[src/rtl/jtopl_pg_enc.sv]
// Encodes a 17-bit phase increment into the smallest block and its 10-bit fnum.
// The encoder shifts right one bit per cen edge until the value fits in fnum.
module jtopl_pg_enc #(
  parameter int BLKW = 3,
  parameter int FNW  = 10
) (
  input  logic            clk,
  input  logic            rst_n,
  input  logic            cen,
  input  logic            start,
  input  logic [16:0]     phinc,
  output logic            busy,
  output logic            done,
  output logic [BLKW-1:0] block,
  output logic [FNW-1:0]  fnum,
  output logic            exact,
  output logic            sat
);

  localparam int XW = 18;
  localparam logic [BLKW-1:0] BLK_MAX = {BLKW{1'b1}};

  typedef enum logic {IDLE, CALC} state_t;

  state_t          st;
  logic [XW-1:0]   x;
  logic [BLKW-1:0] blk;
  logic            lost;

  // The working value fits once nothing remains above the fnum field.
  function automatic logic fits(input logic [XW-1:0] v);
    return v[XW-1:FNW] == '0;
  endfunction

  // Largest value the fnum field can hold, used when the input is out of range.
  function automatic logic [FNW-1:0] sat_fnum();
    return {FNW{1'b1}};
  endfunction

  always_ff @(posedge clk or negedge rst_n) begin
    if (!rst_n) begin
      st    <= IDLE;
      x     <= '0;
      blk   <= '0;
      lost  <= 1'b0;
      busy  <= 1'b0;
      done  <= 1'b0;
      block <= '0;
      fnum  <= '0;
      exact <= 1'b0;
      sat   <= 1'b0;
    end else begin
      // done is a single-clk pulse, independent of cen.
      done <= 1'b0;
      if (cen) begin
        case (st)
          IDLE: begin
            if (start) begin
              x    <= {phinc, 1'b0};
              blk  <= '0;
              lost <= 1'b0;
              busy <= 1'b1;
              st   <= CALC;
            end
          end
          CALC: begin
            if (fits(x)) begin
              block <= blk;
              fnum  <= x[FNW-1:0];
              exact <= ~lost;
              sat   <= 1'b0;
              done  <= 1'b1;
              busy  <= 1'b0;
              st    <= IDLE;
            end else if (blk == BLK_MAX) begin
              block <= BLK_MAX;
              fnum  <= sat_fnum();
              exact <= 1'b0;
              sat   <= 1'b1;
              done  <= 1'b1;
              busy  <= 1'b0;
              st    <= IDLE;
            end else begin
              lost <= lost | x[0];
              x    <= x >> 1;
              blk  <= blk + 1'b1;
            end
          end
          default: st <= IDLE;
        endcase
      end
    end
  end

endmodule

[config.mk]
export PLATFORM = sky130hd
export DESIGN_NAME = jtopl_pg_enc
export DESIGN_NICKNAME = d
export VERILOG_FILES = /design/src/rtl/jtopl_pg_enc.sv
export SDC_FILE = /design/constraint.sdc
export NUM_CORES = 1
export LEC_CHECK = 0
export ABC_AREA = 1
export ABC_CLOCK_PERIOD_IN_PS = 2100
export BUFFER_PORTS_ARGS = -buffer_cell sky130_fd_sc_hd__buf_2
export CAP_MARGIN = 20
export CORE_MARGIN = 1.5
export CORE_UTILIZATION = 55
export DETAILED_ROUTE_END_ITERATION = 8
export GPL_ROUTABILITY_DRIVEN = 0
export PLACE_DENSITY = 0.79
export SYNTH_ARGS = -nofsm -noshare
export SYNTH_HDL_FRONTEND = slang
export SYNTH_SLANG_ARGS = --single-unit
[constraint.sdc]
create_clock -name clk -period 2.1 [get_ports clk]
set_input_delay 0.105 -clock clk [delete_from_list [all_inputs] [get_ports clk]]
set_output_delay 0.105 -clock clk [all_outputs]
set_load 0.03 [all_outputs]
==> flow_summary_export.csv <==
group,metric,value,unit
detailed_routing,routed-via-count,1766,
setup_path,r2r_end,"blk[1]",
layout,nets,319,
grt,antenna_found_initial,0,
yosys,ys_seq_area_share,47.6,%
grt,grt_max_degree,41,
sta,period_share,81.3,%
clocking,ctsLongestPathBuffers,2,
layout,n_antenna_cell,0,
detailed_routing,drt-vias-per-instance,5.12,
place,place_area,2280,sq um
hold_path,hold_class,"in -> reg",
die,fp.dieH,64.8,um
setup_path,end_kind,"flip-flop",
detailed_routing,dr.first_iter.drc_count,66,
grt,grt_usage,22.4,%
yosys,ys_seq_elements,40,
sta,hold_ws,0.0714,ns
setup_path,crit_start,"blk[0]",
yosys,synth_cell_type_count,23,
die,num_rows,22,
die,io_pins,38,
setup_path,cp_max_fo,23,
clocking,clock-sinks,40,
sta,slew_headroom,43.4,%
place,dp_hpwl,2.84,mm
sta,rsz0062_at_grt,"false",
clocking,clk_latency,0.29,ns
yosys,yosys.area.top_type_share,47.6,%
detailed_routing,ant_nets,0,
yosys,syn-instance-count,261,
setup_path,timing.rr.start,"blk[0]",
layout,final_common_cell,"nand2_1",
yosys,syn_area_per_cell,8.05,sq um
layout,syn2layout_area_growth,13.3,%
setup_path,r2r_slack,0.39,ns
clocking,root_buffer,"clkbuf_8",
detailed_routing,wirelength,4.13,mm
sta,finalSetupTns,0,ns
layout,final_cell_mix,"nand2_1, dfrtp_1, buf_2",
die,die_width,64.8,um
layout,drive_above_1_share,23.6,%
die,core_area,3660,sq um
setup_path,reg2regPathDepth,6,
setup_path,arrival,1.89,ns
die,die_area,4200,sq um
clocking,numCtsBuffers,5,
die,initial_utilization,57.4,%
setup_path,start_kind,"flip-flop",
pwr,p_leak,1.32,nW
grt,grt_pass1_wl,7.19,mm
layout,finalInstanceArea,2380,sq um
sta,skew,0.00429,ns
sta,hold_violations,0,
yosys,syn-cell-area,2100,sq um
detailed_routing,firstDrtPassIters,4,
outcome,status,"finished clean",
yosys,yosys_warnings,0,
layout,fill_cells,307,
detailed_routing,drc_errors,0,
sta,drv_slew,0,
detailed_routing,wire_per_inst,12.0,um
sta,setup_violations,0,
yosys,synth_area_leaders,"dfrtp_1, nand2_1, nand4_1",
place,io_buffers,37,
setup_path,critPathKind,"reg -> reg",
pwr,p_per_area,1280,nW/um^2
clocking,cts.repair.resized,0,
grt,grt_pass1_vias,1626,
setup_path,required,2.28,ns
flow_run,cap_violations,0,
yosys,synth_top_cell_by_area,"dfrtp_1",
sta,min_period,1.71,ns
clocking,h-tree-depth,2,
clocking,cts_tree,"yes",
setup_path,crit_end,"blk[1]",
sta,max_freq,0.586,GHz
clocking,clk_pin_slew,0.07,ns
yosys,syn-num-nets,284,
sta,worst_pin_slew,0.848,ns
pwr,ir_drop,0.519,mV
grt,grt-ovfl-total,0,
==> Yosys cell counts <==
cell type / number
buf_1: 2
buf_12: 1
buf_2: 8
buf_4: 2
buf_6: 2
dfrtp_1: 40
ha_1: 2
inv_1: 18
inv_2: 1
nand2_1: 125
nand2_2: 2
nand2_4: 2
nand3_1: 5
nand3_2: 11
nand3_4: 1
nand4_1: 21
nor2_1: 5
nor2_8: 1
o2111ai_1: 1
o21a_2: 1
o21ai_0: 8
o21ai_1: 1
o21ai_2: 1
==> worst min path at each step <==
| stage | start | end | cells after the start |
|---|---|---|---|
| after global routing | phinc[16] | x[17] | 3 |
| final | phinc[16] | x[17] | 3 |
| after detailed placement | rst_n | block[0] | 1 |
| after global placement | rst_n | exact | 1 |
| after CTS | phinc[16] | x[17] | 3 |
| after floorplan | rst_n | blk[0] | 0 |
==> cell families after synthesis <==
kind of cell    count (synthesis)  share of synthesized area [%]
flops                          40                           47.6
fa+ha+maj                       2                           1.19
compound gates                 12                           3.39
simple gates                  173                           39.4
buf+inv                        34                           8.40
==> registers in the layout, indices dropped and copies added (netlist names) <==
signal	count
sat	1
block	3
exact	1
x	18
lost	1
busy	1
blk	3
fnum	10
st	1
done	1
==> worst max-delay path: stages (launching register included) <==
cell	delay (ns)
dfrtp_1	0.40
ha_1	0.20
ha_1	0.21
nand2_2	0.28
nand3_4	0.30
nand2_1	0.14
nand2_1	0.06
==> report_power, final <==
| part | switching, mW | internal (mW) | total, mW |
|---|---|---|---|
| Combinational | 0.879 | 0.380 | 1.26 |
| Clock | 0.259 | 0.262 | 0.521 |
| Sequential | 0.193 | 1.08 | 1.27 |
| Total | 1.33 | 1.72 | 3.05 |
==> layout make-up <==
type,instances,area [sq um],share of cell area (%)
clock buffers,6,82.6,3.47
clock inverters,2,10.0,0.420
inverters,19,71.3,3.00
multi-input cells,187,923,38.8
flip-flops and latches,40,1000,42.0
well taps,48,60.1,2.52
repair buffers,43,233,9.77
==> metrics by stage <==
| step | std cells | total power, mW | util [%] | setup slack, ns |
|---|---|---|---|---|
| final | 345 | 3.05 | 65.0 | 0.394 |
| after global routing | 345 | 3.29 | 65.0 | 0.228 |
| after CTS | 345 | 3.07 | 65.0 | 0.386 |
| after detailed placement | 336 | 2.54 | 62.2 | 0.407 |
| after global placement | 336 | 2.51 | 62.2 | 0.422 |
| after floorplan | 261 | 2.23 | - | 0.598 |
==> routing by layer <==
layer / track usage [%] / up-vias / share of wire [%]
li1: - / 898 / -
met1: 28.4 / 816 / 48
met2: 36.9 / 46 / 46
met3: 6.42 / 6 / 4.7
met4: 7.18 / 0 / 1.4
met5: 0 / - / 0
==> what timing repair did <==
action | 4_1_cts | 5_1_grt
endpoints found under the hold margin | 40 | 0
buffers inserted | 0 | 0
hold buffers | 1 | 0
No activity file was read; power rests on OpenSTA's default activity.
